**config.mk**
```make
export PLATFORM = sky130hd
export DESIGN_NAME = ram_program_loader
export DESIGN_NICKNAME = d
export VERILOG_FILES = /design/src/rtl/ram_program_loader.sv
export SDC_FILE = /design/constraint.sdc
export NUM_CORES = 1
export LEC_CHECK = 0
export CAP_MARGIN = 5
export CORE_AREA = 2 2 66 53
export DETAILED_ROUTE_END_ITERATION = 7
export DIE_AREA = 0 0 68 55
export GPL_ROUTABILITY_DRIVEN = 0
export PLACE_DENSITY = 0.77
export SYNTH_ARGS = -nofsm -noshare
export SYNTH_HDL_FRONTEND = slang
export SYNTH_SLANG_ARGS = --single-unit
```
**constraint.sdc**
```tcl
create_clock -name clk -period 2 [get_ports clk]
set_clock_uncertainty 0.15 [all_clocks]
set_input_delay 0.3 -clock clk [delete_from_list [all_inputs] [get_ports clk]]
set_output_delay 0.3 -clock clk [all_outputs]
set_load 0.01 [all_outputs]
```
**src/rtl/ram_program_loader.sv**
```systemverilog
// Program loader: synchronizes an external byte strobe and writes 16 bytes into program RAM
// while holding the CPU in reset. Define LOADER_CHECKSUM_EN to add a running 8-bit byte sum.
module ram_program_loader #(
   parameter int ADDR_W    = 4,
   parameter int DATA_W    = 8,
   parameter int RAM_BYTES = 16
) (
   input  logic              clk,
   input  logic              rst,
   input  logic              load_en,
   input  logic [DATA_W-1:0] byte_in,
   input  logic              byte_strobe,
   output logic [ADDR_W-1:0] ram_addr,
   output logic [DATA_W-1:0] ram_data,
   output logic              ram_we,
   output logic              cpu_hold,
   output logic              done,
   output logic [ADDR_W:0]   count,
   output logic [7:0]        checksum
);

   typedef enum logic [1:0] {IDLE, LOAD, WRITE, DONE} state_t;

   localparam logic [ADDR_W-1:0] LAST_ADDR = ADDR_W'(RAM_BYTES - 1);

   state_t            state_q;
   logic              sync1_q, sync2_q, sync3_q;
   logic              strobeEdge;
   logic [ADDR_W-1:0] ptr_q;
   logic [ADDR_W-1:0] ram_addr_q;
   logic [DATA_W-1:0] ram_data_q;
   logic              ram_we_q;
   logic              cpu_hold_q;
   logic              done_q;
   logic [ADDR_W:0]   count_q;

   // The strobe pin is asynchronous: two flops for metastability, a third to find the rising edge.
   always_ff @(posedge clk) begin
      if (rst) begin
         sync1_q <= 1'b0;
         sync2_q <= 1'b0;
         sync3_q <= 1'b0;
      end else begin
         sync1_q <= byte_strobe;
         sync2_q <= sync1_q;
         sync3_q <= sync2_q;
      end
   end

   assign strobeEdge = sync2_q & ~sync3_q;

   always_ff @(posedge clk) begin
      if (rst) begin
         state_q    <= IDLE;
         ptr_q      <= '0;
         ram_addr_q <= '0;
         ram_data_q <= '0;
         ram_we_q   <= 1'b0;
         cpu_hold_q <= 1'b0;
         done_q     <= 1'b0;
         count_q    <= '0;
      end else begin
         case (state_q)
            IDLE: begin
               ram_we_q   <= 1'b0;
               cpu_hold_q <= 1'b0;
               done_q     <= 1'b0;
               if (load_en) begin
                  state_q    <= LOAD;
                  ptr_q      <= '0;
                  count_q    <= '0;
                  cpu_hold_q <= 1'b1;
               end
            end
            LOAD: begin
               // An abort wins over a strobe edge arriving in the same cycle.
               if (!load_en) begin
                  state_q    <= IDLE;
                  cpu_hold_q <= 1'b0;
               end else if (strobeEdge) begin
                  state_q    <= WRITE;
                  ram_addr_q <= ptr_q;
                  ram_data_q <= byte_in;
                  ram_we_q   <= 1'b1;
               end
            end
            WRITE: begin
               ram_we_q <= 1'b0;
               count_q  <= count_q + (ADDR_W+1)'(1);
               // The pointer parks on the last address rather than wrapping.
               if (ptr_q != LAST_ADDR) begin
                  ptr_q <= ptr_q + ADDR_W'(1);
               end
               if (!load_en) begin
                  state_q    <= IDLE;
                  cpu_hold_q <= 1'b0;
               end else if (ptr_q == LAST_ADDR) begin
                  state_q    <= DONE;
                  done_q     <= 1'b1;
                  cpu_hold_q <= 1'b0;
               end else begin
                  state_q <= LOAD;
               end
            end
            DONE: begin
               if (!load_en) begin
                  state_q <= IDLE;
                  done_q  <= 1'b0;
               end
            end
            default: begin
               state_q <= IDLE;
            end
         endcase
      end
   end

`ifdef LOADER_CHECKSUM_EN
   logic [7:0] checksum_q;

   // Sum restarts with each new session and adds the byte being written in the WRITE cycle.
   always_ff @(posedge clk) begin
      if (rst) begin
         checksum_q <= '0;
      end else if (state_q == IDLE && load_en) begin
         checksum_q <= '0;
      end else if (state_q == WRITE) begin
         checksum_q <= checksum_q + 8'(ram_data_q);
      end
   end

   assign checksum = checksum_q;
`else
   assign checksum = 8'h00;
`endif

   assign ram_addr = ram_addr_q;
   assign ram_data = ram_data_q;
   assign ram_we   = ram_we_q;
   assign cpu_hold = cpu_hold_q;
   assign done     = done_q;
   assign count    = count_q;

endmodule

```
# == Word level (Yosys, flattened, before mapping) ==
# Cells that the tools add are included.
# op_classes
bitwise_logic,2
reduce_logical,13
muxes,23
eq_ne,15
add_sub_neg,2
# ops
cell,count
"2-bit inequality test, second input constant",8
3-bit AND reduction,5
2-bit two-way mux,6
5-bit case mux with 2 select lines,1
1-bit two-way mux,8
4-bit two-way mux,2
2-bit case mux with 4 select lines,1
4-bit case mux with 2 select lines,1
"3-bit inequality test, second input constant",2
1-bit case mux with 3 select lines,2
3-bit nonzero test,2
"5-bit by 1-bit adder with 5-bit output, second input constant",1
5-bit two-way mux,1
"4-bit by 1-bit adder with 4-bit output, second input constant",1
"2-bit equality test, second input constant",2
"4-bit equality test, second input constant",1
"4-bit inequality test, second input constant",1
4-bit AND reduction,1
2-bit nonzero test,2
"2-bit by 1-bit equality test with 1-bit output, second input constant",1
2-bit zero test,1
1-bit case mux with 2 select lines,1
2-bit AND reduction,1
2-bit OR reduction,1
other kinds (2),2
# totals
regBits,29
out_inout_bits,28

# == Logic depth before layout (Yosys ltp) ==
# Gate-level depths: netlist (run 1).
# depth
ltp_word,5
ltp_mapped,7
ltp_nobuf,5

# == Worst setup path before layout (run 1) ==
# OpenSTA, ideal clock, no wires.
# synth_timing
path_type,register -> register
start,reg state_q[0]
end,reg state_q[1]
path_buffers,0
setup_time_ns,0.117
path_stages_with_launch,6
arrival_ns,1.413
required_time_ns,1.733
setup_slack_ns,0.320
cell_sequence,dfxtp_1 -> inv_1 -> ha_1 -> mux2_1 -> a31o_1 -> a32o_1
# synth_between
elab_chain_len,3
elab_cells_between_ends,9
cone_classes,eq/ne: 6; mux: 1; reduce/logical: 2
# synth_lines
item,line,rtl
from (decl),26,state_t state_q;
from (signal assigned),54,state_q <= IDLE;
from (signal assigned),69,state_q <= LOAD;
from (signal assigned),78,state_q <= IDLE;
2-bit by 1-bit equality test with 1-bit output (tied with other cells),63,case (state_q)
3-bit inequality test (no line) / 2-bit inequality test (equally long branches),--,
3-bit AND reduction (no line),--,
# Parallel ways exist; a longest one is shown, timed or not.
# A chain may end at the register's enable or synchronous reset.

# == Worst setup path after layout (run 1) ==
# layout_timing
start,reg state_q[0]
end,reg ptr_q[3]
# layout_between
elab_chain_len,3
elab_cells_between_ends,7
cone_classes,eq/ne: 3; mux: 1; reduce/logical: 3
# layout_lines
item,line,rtl
2-bit equality test / 2-bit zero test (equally long branches),63,
2-bit inequality test (no line) / 2-bit nonzero test (equally long branches),--,
3-bit AND reduction (no line),--,
to (signal assigned),92,ptr_q <= ptr_q + ADDR_W'(1);
to (decl),29,logic [ADDR_W-1:0] ptr_q;
# Parallel ways exist; a longest one is shown, timed or not.

==> results of run 1 <==
layer usage:
metal	share of wire, %	wire length, um	vias to the layer above
met2	47	1400	36
met5	0	0	-
li1	-	-	624
met1	45	1350	560
met4	1.7	50	0
met3	6.0	178	5
final timing paths:
path	start	endpoint	slack, ns	cells past startpoint
setup / recovery	state_q[0]	ptr_q[3]	0.16	5
hold / removal	sync1_q	sync2_q	0.29	1
hold reg to reg	sync1_q	sync2_q	0.29	1
setup reg to reg	state_q[0]	ptr_q[3]	0.16	5
cell usage in the layout (no fill, tap or decap), types with 2 or more instances in the layout:
cell / Yosys / layout
a31oi_1: 2 / 2
a21o_1: 2 / 2
or4_1: 2 / 2
clkinv_2: 0 / 2
clkdlybuf4s50_1: 0 / 31
nand3_1: 3 / 3
a21oi_1: 20 / 20
o21a_1: 2 / 2
nor2_1: 3 / 3
nand2_1: 29 / 29
clkbuf_8: 0 / 5
ha_1: 8 / 7
nor3_1: 2 / 2
buf_4: 8 / 8
nand3b_1: 5 / 5
inv_1: 6 / 6
conb_1: 1 / 8
a211oi_1: 2 / 2
mux2i_1: 3 / 3
o21ai_0: 3 / 3
o31ai_1: 2 / 2
nor2b_1: 4 / 4
or3_1: 2 / 2
nand4b_1: 2 / 2
dfxtp_1: 29 / 29
worst max-delay path, stage by stage, from the launching register on:
cell and delay (ns):
dfxtp_1 0.38, inv_1 0.11, ha_1 0.27, mux2i_1 0.19, or4_1 0.54, a21oi_1 0.15
final cells by class:
cell class / instances / share of cell area [%]
Tap cell: 40 / 2.70
Multi-Input combinational cell: 118 / 39.1
Inverter: 6 / 1.21
Clock inverter: 3 / 0.945
Clock buffer: 5 / 3.71
Timing Repair Buffer: 40 / 21.1
Sequential cell: 29 / 31.3
Yosys cell counts (3+ instances only):
library cell and instances:
nor2b_1 4, ha_1 8, mux2i_1 3, o21ai_0 3, buf_4 8, nand3b_1 5
nand2_1 29, a21oi_1 20, nor2_1 3, dfxtp_1 29, inv_1 6, clkbuf_1 5
nand3_1 3, buf_2 4
through the flow:
step                worst slack, ns  cell area [um2]  util, %  hold WS, ns
floorplan                     0.320             1420        -        0.264
global placement              0.104             1770     56.8        0.269
detailed placement           0.0726             1770     56.8        0.281
CTS                          0.0998             1850     59.6        0.296
global route                 0.0304             1850     59.7        0.309
finish                        0.156             1850     59.7        0.291
power groups by stage:
stage	Sequential [uW]	Clock [uW]	Combinational, uW
6_report	602	468	195
5_1_grt	604	504	216
4_1_cts	602	479	195
3_5_place_dp	615	0	194
3_3_place_gp	615	0	188
2_1_floorplan	618	0	128
cells by family (layout without fill, tap and decap cells):
group                    count (synthesis)  count (layout)  share of synthesized area (%)
buffers and inverters                   23              54                           8.68
adder cells (fa/ha/maj)                  8               8                           7.16
AO/OA/AOI/OAI                           38              38                           16.7
AND/OR/NAND/NOR                         59              59                           21.9
multiplexers                             5               5                           3.76
other                                    1               8                          0.268
flip-flops                              29              29                           41.5
flip-flops by register name, summed over array words and instances (netlist names):
signal / flops
done: 1
ptr_q: 4
sync2_q: 1
ram_addr: 4
state_q: 2
count: 5
sync3_q: 1
ram_we: 1
cpu_hold: 1
sync1_q: 1
ram_data: 8
==> out/metrics.cfg, run 1 <==
[clock_network]
root_buffer=clkbuf_8
cts_tree=yes
cts_hold_buffers=0
cts_setup_buffers=0
clkTransAtPathRegs_ns=0.07
clkLatencyLatePin_ns=0.28
cts-resized-gates=0
htreeDepth=2
cts_buffer_depth=2
cts_buffers=5
clock-sinks=29

[detailed_routing]
dr.pass1.iters=4
wl_per_cell_um=12.3
drtIter0Drc=47
wl_um=2970
ant_nets=0
via_per_inst=5.08
drc=0
via_count=1225

[critical_path]
startpoint_type=flop
critPathArrivalTime_ns=1.91
cp_max_fo=5
crit_type=flop to flop
required_ns=2.07
crit_path_end_kind=flop

[yosys]
yosysSeqAreaShare_pct=41.5
ys_ff_latch=29
async_reset_ff_share_pct=0
syn-cell-area_mm2=0.00140
synth_area_leaders=dfxtp_1 42%, nand2_1 7.8%, a21oi_1 7.2%
syn_area_per_cell_um2=8.57
ys.warnings.count=0
synth_edf_count=0
synthFlopType=dfxtp_1
synthDistinctLibCells=38
synth_top_area_cell=dfxtp_1
yosys.area.top_type_share_pct=41.5
synth_cells=163

[global_routing]
grtUsageMet2_pct=28.6
grt_pass1_vias=1065
globalRoute.busiestLayer=met2
met3_usage_pct=4.25
antenna_found_initial=0
grt_usage_pct=17.0
grt_max_degree=18
grt_pass1_wl_um=4570
grtUsageMet1_pct=19.2
grt-ovfl-total=0

[cells_and_area]
multi_input_area_um2=724
regArea_um2=581
final_net_count=220
fillers=269
antenna_cells=0
stdcell_count=241
area_delta_synth_final_pct=32.7
drive_above_1_share_pct=9.95

[floorplan]
die_w_um=68
ios=40
dieArea_mm2=0.00374
fp.dieH_um=55
rows=18
fp.coreArea_mm2=0.00311
start_util_pct=45.0

[timing]
rsz0062_at_grt=false
min_period_over_period_pct=92.2
setup-violations-final=0
finalSetupTns_ns=0
slew_violations=0
period_minus_slack_ns=1.84
max_freq_mhz=542
timing.final.hold_violations=0

[min_path]
hold_path.class=flop to flop

[status]
status=completed

[power_and_ir_drop]
power.switching_uw=338
switching_share_pct=26.7
p_seq_share_pct=47.6
peakVddDrop_mv=0.472
p_comb_share_pct=15.4
p_int_uw=928
finalPower_uw=1270
pwr-share-clk_pct=37.0
powerDensity_mw_per_mm2=683
power.leakage_uw=0.000688

[placement]
port_buffers=31
dp_cells=233
hpwl_um=2240

[job]
maxCapViolCount=0

Power figures use the tool's default switching activity.
==> run 2: changes to the inputs <==
Settings changed: CORE_AREA 2 2 66 53 to 2 2 81 44, DIE_AREA 0 0 68 55 to 0 0 83 46, HOLD_SLACK_MARGIN set to 0.1.
==> run 2 against run 1 <==
- first-iteration DRC count decreased by 26%
- clock-buffer cell count is the same
- sequential share of layout area decreased by 0.14 points
- largest cell class unchanged
==> out/metrics.cfg, run 2 (synthesis gave the netlist of run 1 again) <==
[power_and_ir_drop]
pwr-share-clk_pct=36.7  ; -0.3 points
power.leakage_uw=0.000692  ; +0.51%
finalPower_uw=1270  ; +0.61%
peakVddDrop_mv=0.383  ; -19%
powerDensity_mw_per_mm2=682  ; about the same
p_int_uw=932  ; +0.45%
switching_share_pct=26.8  ; +0.12 points
p_comb_share_pct=15.9  ; +0.5 points
power.switching_uw=342  ; +1.1%
p_seq_share_pct=47.4  ; -0.2 points

[clock_network]
cts_tree=yes
cts_buffer_depth=2  ; unchanged
root_buffer=clkbuf_8
htreeDepth=2  ; unchanged
cts_hold_buffers=0  ; unchanged
clock-sinks=29  ; unchanged
cts_buffers=5  ; unchanged
clkTransAtPathRegs_ns=0.06  ; about the same
clkLatencyLatePin_ns=0.28  ; about the same

[status]
status=completed

[detailed_routing]
drc=0  ; unchanged
via_per_inst=5.09  ; +0.22%
wl_per_cell_um=12.6  ; +2.2%
dr.pass1.iters=4  ; unchanged
wl_um=3080  ; +3.4%
ant_nets=0  ; unchanged
drtIter0Drc=35  ; -26%
via_count=1243  ; +1.5%

[cells_and_area]
final_net_count=221  ; +0.45%
layout_common_cells=31 x clkdlybuf4s50_1, 29 x nand2_1, 28 x dfxtp_1, 20 x a21oi_1, 9 x buf_4
layout_commonest_cell=clkdlybuf4s50_1
stdcell_count=244  ; +1.2%
regArea_um2=582  ; +0.22%
area_delta_synth_final_pct=33.6
fillers=302  ; +12%
multi_input_area_um2=726  ; +0.17%
drive_above_1_share_pct=10.9  ; +0.94 points
largest_reg_flops=8  ; unchanged
antenna_cells=0  ; unchanged

[global_routing]
grt_usage_pct=16.7  ; -0.27 points
grt-ovfl-total=0  ; unchanged
grt_pass1_wl_um=4910  ; +7.4%
grt_max_degree=15  ; -3
grt_pass1_vias=1082  ; +1.6%
antenna_found_initial=0  ; unchanged

[placement]
port_buffers=31  ; unchanged
hpwl_um=2300  ; +2.6%
dp_cells=236  ; +1.3%

[timing]
setup-violations-final=0  ; unchanged
holdWs_ns=0.296  ; +0.00478 ns
period_minus_slack_ns=1.89  ; +0.0449 ns
max_freq_mhz=529  ; -2.4%
min_period_over_period_pct=94.5  ; +2.2 points
slew_violations=0  ; unchanged
rsz0062_at_grt=false
finalSetupTns_ns=0  ; unchanged
timing.final.hold_violations=0  ; unchanged

[min_path]
hold_path.class=flop to flop
holdPathStages=1  ; unchanged

[critical_path]
critPathArrivalTime_ns=1.91  ; about the same
r2r_cells=6  ; +1
required_ns=2.02  ; -0.05 ns
crit_type=flop to flop
crit_chain=inv_1 > ha_1 > buf_4 > mux2_1 > a31o_1 > a32o_1
critical_path.slowest_cell=dfxtp_1
path_depth=6  ; +1
cp_max_fo=4  ; -1
cpPeakStageDelay_ns=0.38  ; -0.16 ns
worst-path-buf-inv=2  ; +1
crit_path_end_kind=flop
startpoint_type=flop
critPathTopFamily=compound AO/OA/AOI/OAI gates

[floorplan]
dieArea_mm2=0.00382  ; +2.1%
rows=15  ; -3
start_util_pct=43.5  ; -1.4 points
ios=40  ; unchanged
fp.dieH_um=46  ; -16%
fp.coreArea_mm2=0.00321  ; +3.3%
die_w_um=83  ; +22%

[job]
maxCapViolCount=0  ; unchanged

## run 2: changes by cell type in the layout (fill, tap and decap cells not counted), sizes merged
| cell | previous run | this run |
|---|---|---|
| buf | 9 | 10 |
## run 2: cell type report
cell class	instances	share of cell area [%]
Multi-Input combinational cell	118	38.9
Sequential cell	29	31.2
Timing Repair Buffer	41	21.3
Clock buffer	5	3.69
Tap cell	42	2.82
Inverter	6	1.21
Clock inverter	3	0.938
## run 2: path summary, 6_finish.rpt
check / start / end / slack [ns]
worst min-delay path: sync1_q / sync2_q / 0.30
worst max-delay path: state_q[1] / state_q[1] / 0.11
worst max register to register: state_q[1] / state_q[1] / 0.11
worst min register to register: sync1_q / sync2_q / 0.30
## run 2: repair_timing
| action | in CTS | in global routing |
|---|---|---|
| setup buffers | 0 | 0 |
| resized for setup | 0 | 2 |
| endpoints found under the hold margin | 0 | 0 |
| setup endpoints to repair | 0 | 6 |
## run 2: worst register-to-register path, cell delays in order, from the launching register on
cell     delay, ns
dfxtp_1       0.38
inv_1         0.11
ha_1          0.23
buf_4         0.15
mux2_1        0.30
a31o_1        0.21
a32o_1        0.25
## run 2: per-layer routing
metal	wire length (um)	track usage [%]	vias to the layer above
met1	1590	22.0	577
met3	152	5.62	2
li1	-	-	629
met5	0	0	-
met2	1310	25.2	35
met4	23	7.54	0
## run 2: power groups by stage
| stage | clock, uW | combinational (uW) | sequential [uW] |
|---|---|---|---|
| after global placement | 0 | 190 | 615 |
| after floorplan | 0 | 128 | 618 |
| after global routing | 510 | 222 | 606 |
| after detailed placement | 0 | 197 | 616 |
| final | 468 | 202 | 604 |
| after CTS | 486 | 198 | 603 |
## run 2: stage by stage
step	setup WS, ns	util [%]	instance area (um2)
after floorplan	0.320	-	1420
after global placement	0.00648	55.3	1780
after global routing	0.0150	58.2	1870
after CTS	0.0533	58.0	1860
after detailed placement	-0.0372	55.3	1780
final	0.111	58.2	1870
